$ cat src/rtl/wb_arbiter_pkg.sv
// rtl/wb_arbiter_pkg.sv - shared entry type and recall-window helpers for the writeback arbiter
`ifndef AL_SIZE
`define AL_SIZE 32
`endif

package wb_arbiter_pkg;

   localparam int AL_SIZE = `AL_SIZE;
   localparam int AL_W    = $clog2(AL_SIZE);
   localparam int DATA_W  = 32;
   localparam int PREG_W  = 7;

   typedef struct packed {
      logic [DATA_W-1:0] data;
      logic [PREG_W-1:0] preg;
      logic              has_dest;
      logic [AL_W-1:0]   al_addr;
      logic              live;
   } wb_entry_t;

   // Distance from the active-list back, so the recall window never wraps.
   function automatic logic [AL_W-1:0] al_rel(input logic [AL_W-1:0] x,
                                              input logic [AL_W-1:0] bk);
      return x - bk;
   endfunction

   function automatic logic al_squashed(input logic [AL_W-1:0] a,
                                        input logic [AL_W-1:0] nf,
                                        input logic [AL_W-1:0] of,
                                        input logic [AL_W-1:0] bk);
      return (al_rel(a, bk) >= al_rel(nf, bk)) && (al_rel(a, bk) < al_rel(of, bk));
   endfunction

endpackage

$ cat src/rtl/wb_src_fifo.sv
// rtl/wb_src_fifo.sv - per-source result FIFO with parallel recall invalidation
module wb_src_fifo
   import wb_arbiter_pkg::*;
#(
   parameter int DEPTH = 4
) (
   input  logic            clk,
   input  logic            reset,
   input  logic            push,
   input  wb_entry_t       push_entry,
   input  logic            pop,
   input  logic            recall,
   input  logic [AL_W-1:0] new_front,
   input  logic [AL_W-1:0] old_front,
   input  logic [AL_W-1:0] back,
   output wb_entry_t       head,
   output logic            empty,
   output logic            full
);

   localparam int IDX_W = $clog2(DEPTH);

   wb_entry_t        mem [DEPTH];
   logic [IDX_W:0]   wptr;
   logic [IDX_W:0]   rptr;

   assign empty = (wptr == rptr);
   assign full  = (wptr[IDX_W] != rptr[IDX_W]) && (wptr[IDX_W-1:0] == rptr[IDX_W-1:0]);
   assign head  = mem[rptr[IDX_W-1:0]];

   always_ff @(posedge clk or posedge reset) begin
      if (reset) begin
         wptr <= '0;
         rptr <= '0;
      end else begin
         if (push) wptr <= wptr + 1'b1;
         if (pop)  rptr <= rptr + 1'b1;
      end
   end

   // Storage needs no reset: pointers alone define which slots are occupied.
   always_ff @(posedge clk) begin
      if (recall) begin
         for (int i = 0; i < DEPTH; i++) begin
            if (al_squashed(mem[i].al_addr, new_front, old_front, back)) mem[i].live <= 1'b0;
         end
      end
      if (push) mem[wptr[IDX_W-1:0]] <= push_entry;
   end

endmodule

$ cat src/rtl/wb_arbiter.sv
// rtl/wb_arbiter.sv - buffers functional-unit results and drives up to NUM_WB writeback ports per cycle
module wb_arbiter
   import wb_arbiter_pkg::*;
#(
   parameter int NUM_SRC = 6,
   parameter int NUM_WB  = 4,
   parameter int DEPTH   = 4
) (
   input  logic                            clk,
   input  logic                            reset,
   input  logic [NUM_SRC-1:0]              i_src_valid,
   output logic [NUM_SRC-1:0]              i_src_ready,
   input  logic [NUM_SRC-1:0][DATA_W-1:0]  i_src_data,
   input  logic [NUM_SRC-1:0][PREG_W-1:0]  i_src_preg,
   input  logic [NUM_SRC-1:0]              i_src_has_dest,
   input  logic [NUM_SRC-1:0][AL_W-1:0]    i_src_al_addr,
   input  logic                            if_recall,
   input  logic [AL_W-1:0]                 new_front,
   input  logic [AL_W-1:0]                 old_front,
   input  logic [AL_W-1:0]                 back,
   output logic [NUM_WB-1:0]               o_wb_valid,
   output logic [NUM_WB-1:0][DATA_W-1:0]   o_wb_data,
   output logic [NUM_WB-1:0][PREG_W-1:0]   o_wb_preg,
   output logic [NUM_WB-1:0]               o_wb_has_dest,
   output logic [NUM_WB-1:0][AL_W-1:0]     o_wb_al_addr,
   output logic                            o_busy
);

   localparam int SRC_W = $clog2(NUM_SRC);

   wb_entry_t          head     [NUM_SRC];
   wb_entry_t          cand_ent [NUM_SRC];
   logic [NUM_SRC-1:0] empty, full, push, pop, cand, head_ok, in_sq, grant;
   logic [SRC_W-1:0]   rr_ptr, rr_next;
   logic [SRC_W-1:0]   port_sel [NUM_WB];
   logic [NUM_WB-1:0]  port_vld;

   assign i_src_ready = ~full;
   assign o_busy      = ~&empty;

   for (genvar s = 0; s < NUM_SRC; s++) begin : g_src
      wb_entry_t in_ent;

      assign in_ent     = '{data: i_src_data[s], preg: i_src_preg[s], has_dest: i_src_has_dest[s],
                            al_addr: i_src_al_addr[s], live: 1'b1};
      assign in_sq[s]   = if_recall && al_squashed(i_src_al_addr[s], new_front, old_front, back);
      assign head_ok[s] = !empty[s] && head[s].live &&
                          !(if_recall && al_squashed(head[s].al_addr, new_front, old_front, back));
      // An empty FIFO lets the incoming result compete directly for a port.
      assign cand[s]     = empty[s] ? (i_src_valid[s] && !in_sq[s]) : head_ok[s];
      assign cand_ent[s] = empty[s] ? in_ent : head[s];
      assign pop[s]      = !empty[s] && (grant[s] || !head_ok[s]);
      assign push[s]     = i_src_valid[s] && !full[s] && !in_sq[s] && !(empty[s] && grant[s]);

      wb_src_fifo #(.DEPTH(DEPTH)) u_fifo (
         .clk        (clk),
         .reset      (reset),
         .push       (push[s]),
         .push_entry (in_ent),
         .pop        (pop[s]),
         .recall     (if_recall),
         .new_front  (new_front),
         .old_front  (old_front),
         .back       (back),
         .head       (head[s]),
         .empty      (empty[s]),
         .full       (full[s])
      );
   end

   always_comb begin : arb
      int n;
      int idx;
      n        = 0;
      idx      = 0;
      grant    = '0;
      port_vld = '0;
      rr_next  = rr_ptr;
      for (int p = 0; p < NUM_WB; p++) port_sel[p] = '0;
      for (int k = 0; k < NUM_SRC; k++) begin
         idx = int'(rr_ptr) + k;
         if (idx >= NUM_SRC) idx = idx - NUM_SRC;
         if (cand[idx] && n < NUM_WB) begin
            grant[idx]  = 1'b1;
            port_sel[n] = SRC_W'(idx);
            port_vld[n] = 1'b1;
            n           = n + 1;
            rr_next     = (idx == NUM_SRC - 1) ? '0 : SRC_W'(idx + 1);
         end
      end
   end

   always_ff @(posedge clk or posedge reset) begin
      if (reset) begin
         rr_ptr        <= '0;
         o_wb_valid    <= '0;
         o_wb_data     <= '0;
         o_wb_preg     <= '0;
         o_wb_has_dest <= '0;
         o_wb_al_addr  <= '0;
      end else begin
         rr_ptr     <= rr_next;
         o_wb_valid <= port_vld;
         for (int p = 0; p < NUM_WB; p++) begin
            if (port_vld[p]) begin
               o_wb_data[p]     <= cand_ent[port_sel[p]].data;
               o_wb_preg[p]     <= cand_ent[port_sel[p]].preg;
               o_wb_has_dest[p] <= cand_ent[port_sel[p]].has_dest;
               o_wb_al_addr[p]  <= cand_ent[port_sel[p]].al_addr;
            end
         end
      end
   end

endmodule

$ cat config.mk
export PLATFORM = sky130hd
export DESIGN_NAME = wb_arbiter
export DESIGN_NICKNAME = d
export VERILOG_FILES = /design/src/rtl/wb_arbiter_pkg.sv /design/src/rtl/wb_src_fifo.sv /design/src/rtl/wb_arbiter.sv
export SDC_FILE = /design/constraint.sdc
export NUM_CORES = 2
export LEC_CHECK = 0
export BUFFER_PORTS_ARGS = -buffer_cell sky130_fd_sc_hd__buf_2
export CORE_UTILIZATION = 50
export DETAILED_ROUTE_END_ITERATION = 8
export PLACE_DENSITY = 0.68
export SYNTH_ARGS = -nofsm -noshare
export SYNTH_HDL_FRONTEND = slang
export SYNTH_SLANG_ARGS = --single-unit
$ cat constraint.sdc
create_clock -name clk -period 15.9 [get_ports clk]
set_clock_uncertainty 0.2 [all_clocks]
set_input_delay 3.975 -clock clk [delete_from_list [all_inputs] [get_ports clk]]
set_output_delay 3.975 -clock clk [all_outputs]
set_load 0.005 [all_outputs]
# Word level (Yosys, flattened, before mapping)
# Memory sizes are Yosys's and may differ from the RTL's.
# Index checks and enable logic that the tools add are counted.
# classes
add_sub_neg	71
n_lt_le_gt_ge	119
eq_ne	24
muxes	204
n_bitwise	20
n_reduce_logical	168
# op_table
operator	count
$mux 46	14
$bmux 46 s3	4
$ge 32x1->1 const B	11
$lt 32x4->1 const B	10
$mux 32	10
$eq 32x4->1 const B	6
$lt 32x5->1 const B	6
$sub 5x5->5	38
$ge 5x5->1	36
$lt 5x5->1	36
$ge 32x3->1 const B	5
$lt 32x1->1 const B	5
$not 32->32	5
$add 32x2->32 const B	4
$logic_and 1x1->1	123
$mux 1	115
$bwmux 12	5
$mux 12	5
$mux 3	18
$logic_not 1->1	37
$add 3x1->3 const B	12
$mux 6	6
$demux 3 s2	5
$or 6x6->6	5
other kinds (23)	85
# totals
regBits	223
ramBits	1104
out_inout_bits	191
memories	6
# mem_list
memory	words	width	rd	rd_ports_with_merged_regs	wr	line	rtl
g_src[0].u_fifo.mem	4	46	5	0	5	wb_src_fifo.sv:23	wb_entry_t mem [DEPTH];
g_src[1].u_fifo.mem	4	46	5	0	5	wb_src_fifo.sv:23	
g_src[2].u_fifo.mem	4	46	5	0	5	wb_src_fifo.sv:23	
g_src[3].u_fifo.mem	4	46	5	0	5	wb_src_fifo.sv:23	
g_src[4].u_fifo.mem	4	46	5	0	5	wb_src_fifo.sv:23	
g_src[5].u_fifo.mem	4	46	5	0	5	wb_src_fifo.sv:23	

# Depth between registers and ports, before layout
# An unclocked memory read counts as a cell.
# depth
depth_word	35
depth_mapped	42
ltp_nobuf	36

# Modules after synthesis
# A second synthesis with hierarchy kept.
# hier_totals
cells_unflattened	6054
hier_area_um2	77541.9
# modules_own_cells
module	n_inst	cells_each	area_per_inst_um2	seq_area_each_um2
wb_src_fifo (g_src[1].u_fifo ...)	3	503	8772.2	5675.4
wb_arbiter	1	3072	24987.7	4679.5
wb_src_fifo (g_src[2].u_fifo)	1	504	8779.7	5675.4
wb_src_fifo (g_src[0].u_fifo)	1	494	8769.7	5675.4
wb_src_fifo (g_src[5].u_fifo)	1	475	8688.3	5675.4

# Worst setup path after synthesis
# Ideal clock, no wire load.
# synth_timing
path_kind	in2reg
from	input port back[1]
to	memory g_src[1].u_fifo.mem[3][10] in the netlist's numbering, enable pin
setup_time_ns	0.450
arrival_time_ns	15.911
setup_slack_ns	-0.661
cell_stages	30
path_buffers	3
path_cell_list	inv_1 > fa_1 > a21o_1 > a21oi_1 > xnor2_1 > ha_1 > a211o_1 > o31ai_1 > o21ai_2 > mux4_2 > a22oi_1 > inv_1 > ha_1 > nand2_1 > or4_1 > inv_1 > a22oi_1 > nand3_1 > inv_2 > ha_1 > a211oi_2 > buf_4 > and3_1 > clkbuf_1 > a222oi_1 > a21boi_1 > a21oi_1 > a31o_2 > clkbuf_1 > nor2_1
# synth_lines
element	line	rtl
from (decl)	wb_arbiter.sv:20	input logic [AL_W-1:0] back,
to (decl)	wb_src_fifo.sv:23	

# Worst setup path after layout
# layout_timing
from	input port back[0]
to	register o_wb_data[38] in the netlist's numbering
# layout_via
elab_chain_cells	34
word_cells_on_any_way	208
# layout_lines
element	line	rtl
$sub 5x5->5	wb_arbiter_pkg.sv:24	return x - bk;
$ge 5x5->1 / $lt 5x5->1 (equally long branches)	wb_arbiter_pkg.sv:31	return (al_rel(a, bk) >= al_rel(nf, bk)) && (al_rel(a, bk) < al_rel(of, bk));
$logic_and 1x1->1	wb_arbiter_pkg.sv:31	
$logic_and 1x1->1 (on tied branches)	wb_arbiter.sv:48, wb_arbiter.sv:46	
$logic_not 1->1 (on tied branches)	wb_arbiter.sv:48, wb_arbiter.sv:50	
$logic_and 1x1->1 (on tied branches)	wb_arbiter.sv:47, wb_arbiter.sv:50	
$mux 1	wb_arbiter.sv:50	assign cand[s] = empty[s] ? (i_src_valid[s] && !in_sq[s]) : head_ok[s];
$bmux 1 s3	wb_arbiter.sv:83	if (cand[idx] && n < NUM_WB) begin
[17 not listed]	-	
$logic_and 1x1->1 (not written as such)	wb_arbiter.sv:85	port_sel[n] = SRC_W'(idx);
$mux 3 (not written as such)	wb_arbiter.sv:85	
$demux 3 s2	wb_arbiter.sv:85	
$bwmux 12	wb_arbiter.sv:85	
$mux 12	wb_arbiter.sv:83	
$not 3->4 (not written as such)	wb_arbiter.sv:106	o_wb_data[p] <= cand_ent[port_sel[p]].data;
$bmux 46 s3	wb_arbiter.sv:106	
$mux 46 (2 in series)	-	
to (signal, indexed assignment)	wb_arbiter.sv:106	
to (decl)	wb_arbiter.sv:22	output logic [NUM_WB-1:0][DATA_W-1:0] o_wb_data,
# Several ways; a longest one is shown, not always the timed one. The select of a mux whose other input is x is not followed.
# A chain may end at the register's enable or synchronous reset.

==> impl_results.md <==
* Worst reg-to-reg setup slack at 4.63 ns
* Final ANT Viol Nets at 0
* Post-synthesis cell type count at 100
* Routed WL at 273 mm
* Crit. End Element: flop
* Area share of the largest cell type after synthesis at 41.3%
* Vias per Instance at 6.59
* Worst-margin pin slew at 1.42 ns
* Synth area leader: edfxtp_1
* Die extent in x at 399 um
* Synth-to-Final Area Change at 13.2%
* Post-synth EDFFs at 1080
* Final core occ at 56.9%
* Final Setup Violations at 0
* Initial DRC Count at 7873
* Hold Crit Start: g_src[0].u_fifo.mem[3][0]
* Largest net degree at the start of global routing at 122
* Worst R2R Path Depth at 35
* RSZ-0062 raised after global routing: no
* Met2 Use GR at 47.7%
* Most numerous cell on the critical path: ha_1
* Synth warn at 0
* Worst Hold Slack at 0.275 ns
* Clock Pin Slew Worst Setup and Hold Paths at 0.06 ns
* Clk sinks at 1327
* Final period utilization at 87.6%
* Final net count at 7639
* Worst-Skew Late Latency at 0.82 ns
* Avg Inst Size Synth at 12.3 um^2
* Post-CTS setup buffers at 0
* Slowest CP cell: a2111oi_4
* GRT Util Overall at 33.8%
* DRC at 0
* # rows at 145
* Grt peak-use layer: met2
* IO Port Bufs at 484
* Main synth FF type: edfxtp_1
* Clk buf depth at 3
* Detailed Routing Iterations Pass 1 at 9
* Met3 Use GR at 10.3%
* Global-route wire length before repair at 391 mm
* CTS tree: built
* Slew HR at 2.81%
* Synthesized cell area at 78600 um^2
* Slowest cell delay on critical path at 1.00 ns
* Sequential share of the synthesized area at 49.0%
* Worst r2r src: g_src[5].u_fifo.rptr[0]
* Initial antenna violation count at 79
* Mapped Nets at 7249
* Height of the chip at 399 um
* Top post-synthesis cells by area: edfxtp_1 (41%), ha_1 (8.3%), mux4_2 (8.1%)
* Vias in the first global route at 56600
* Max_cap viols at 0
* Post-DP HPWL at 194 mm
* Worst min-delay path category: flop to flop
* Kind of start point of the critical path: input pin
* FFs w/ async S/R, synth at 16.8%
* H-tree levels at 4
* Share of post-route cells with drive strength above 1 at 21.2%
* Worst Path Arrival at 14.47 ns
* Via count at 59300
* CTS Hold Bufs at 0
* Ports at 485
* Max-slew violation count at 0
* Fmax at 71.8 MHz
* Hold Vio Cnt, Final at 0
* Reg2reg end: o_wb_data[38]
* Status: completed
* Hold depth at 2
* Gpl congestion at 0.965
* CTS Buf Count at 148
* WHS Endpoint: g_src[0].u_fifo.mem[3][0]
* Grt total ovfl at 0
* Final min period at 13.92 ns
* Max FO, Critical Path at 35
* Initial Util at 50.3%
* Crit path kind: input pin to flop
* WL per Instance at 30.3 um
* CTS root buffer: clkbuf_16
* Register bit total from synthesis at 1327
* Synthesized instance count at 6395
* Data required time of the worst path at 16.45 ns
* Post-CTS Resized at 0
* Core Box Area at 156000 um^2
* Met1 Usage GRT at 47.3%
* Die area at 159000 um^2
critical path, delay by kind of cell:
kind | cells | cell delay, ns
and+or+nand+nor | 8 | 1.86
adders and majority gates | 5 | 1.74
AOI/OAI and AO/OA | 11 | 3.36
buffers and inverters | 9 | 2.80
xor gates and xnor gates | 1 | 0.22
muxes | 1 | 0.47
metrics by stage:
| stage | instances | setup WS, ns | area, um^2 | setup TNS (ns) |
|---|---|---|---|---|
| 2_1_floorplan | 6395 | -0.0774 | 78600 | -10.45 |
| 3_3_place_gp | 8692 | 1.62 | 84000 | 0 |
| 3_5_place_dp | 8692 | 1.50 | 84000 | 0 |
| 4_1_cts | 8963 | 2.37 | 88800 | 0 |
| 5_1_grt | 8996 | 1.60 | 88900 | 0 |
| 6_report | 9005 | 1.98 | 89000 | 0 |
state kept, by name, indices dropped and copies added (netlist names):
signal,cells
o_wb_has_dest,4
o_wb_al_addr,20
o_wb_preg,28
g_src.u_fifo.rptr,18
g_src.u_fifo.mem,1104
g_src.u_fifo.wptr,18
o_wb_data,128
o_wb_valid,4
rr_ptr,3
cell type report:
class                   instances  area (um^2)
repair buffers                654         4100
clock buffers                 182         3910
fillers                     12700        67200
inverters                     159          616
diodes                         41          103
flip-flops and latches       1327        38500
well taps                    2058         2570
multi-input cells            4495        38200
clock inverters                89          915
worst max path at each step:
stage | cells after the start | from | to | slack, ns
3_5_place_dp | 35 | back[0] | o_wb_data[38] | 1.50
4_1_cts | 35 | back[0] | o_wb_data[38] | 2.37
3_3_place_gp | 35 | back[0] | o_wb_data[44] | 1.62
2_1_floorplan | 30 | back[1] | g_src[1].u_fifo.mem[0][10] | -0.08
5_1_grt | 35 | back[0] | o_wb_data[51] | 1.60
6_report | 35 | back[0] | o_wb_data[38] | 1.98
routing by layer:
| layer | share of wire [%] | vias up |
|---|---|---|
| met4 | 4.8 | 66 |
| met1 | 40 | 29500 |
| met5 | 0.16 | - |
| met2 | 42 | 3670 |
| met3 | 13 | 645 |
| li1 | - | 25400 |
synthesized netlist by cell type (9+ instances only):
library cell	n
o21ai_0	214
a21oi_1	411
nor2_1	237
a31oi_1	72
edfxtp_1	1080
dfxtp_1	24
mux4_2	282
buf_6	12
o41ai_1	25
a221oi_1	9
buf_2	85
nor4_1	12
nand2b_1	60
inv_1	152
nor3_1	192
o22ai_1	89
a21o_1	140
mux2_2	151
o22a_1	42
xnor2_1	143
a211oi_2	43
fa_1	40
nand2_1	603
a22oi_1	13
buf_4	23
a211oi_1	66
o21ai_1	29
a211o_1	9
and3_1	10
mux2i_1	394
nand4_1	46
a311oi_1	42
o31ai_1	11
xor2_1	87
and2_1	45
buf_1	64
dfrtp_1	223
o211ai_1	86
a32oi_1	42
clkbuf_1	230
nand3_1	57
nor2b_1	94
ha_1	520
o21a_1	46
or3_1	12
kinds of logic after synthesis:
| group | after synthesis | synth area share [%] |
|---|---|---|
| AO/OA/AOI/OAI | 1463 | 12.5 |
| AND/OR/NAND/NOR | 1404 | 8.18 |
| flip-flops | 1327 | 49.0 |
| multiplexers | 836 | 15.4 |
| buffers and inverters | 573 | 3.10 |
| adder cells (fa/ha/maj) | 560 | 9.29 |
| XOR/XNOR | 232 | 2.60 |
cells in the final DEF, fill, tap and decap left out, types with 52 or more instances in the layout:
cell       netlist  layout
xnor2_1        143     139
nor3_1         192     192
inv_1          152     146
ha_1           520     520
mux2_2         151     150
mux2i_1        394     392
nand2b_1        60      59
mux4_2         282     282
a21o_1         140     140
nand2_1        603     601
a211oi_1        66      66
a21oi_1        411     410
buf_4           23     137
o21ai_0        214     214
edfxtp_1      1080    1080
o22ai_1         89      89
nor2b_1         94      93
o211ai_1        86      86
dfrtp_1        223     210
nand3_1         57      52
a31oi_1         72      72
nor2_1         237     211
xor2_1          87      85
buf_2           85     484
clkbuf_16        0     149
Power is not shown: default switching activity piles up to over one toggle a cycle in this logic, so the estimate is an artifact.
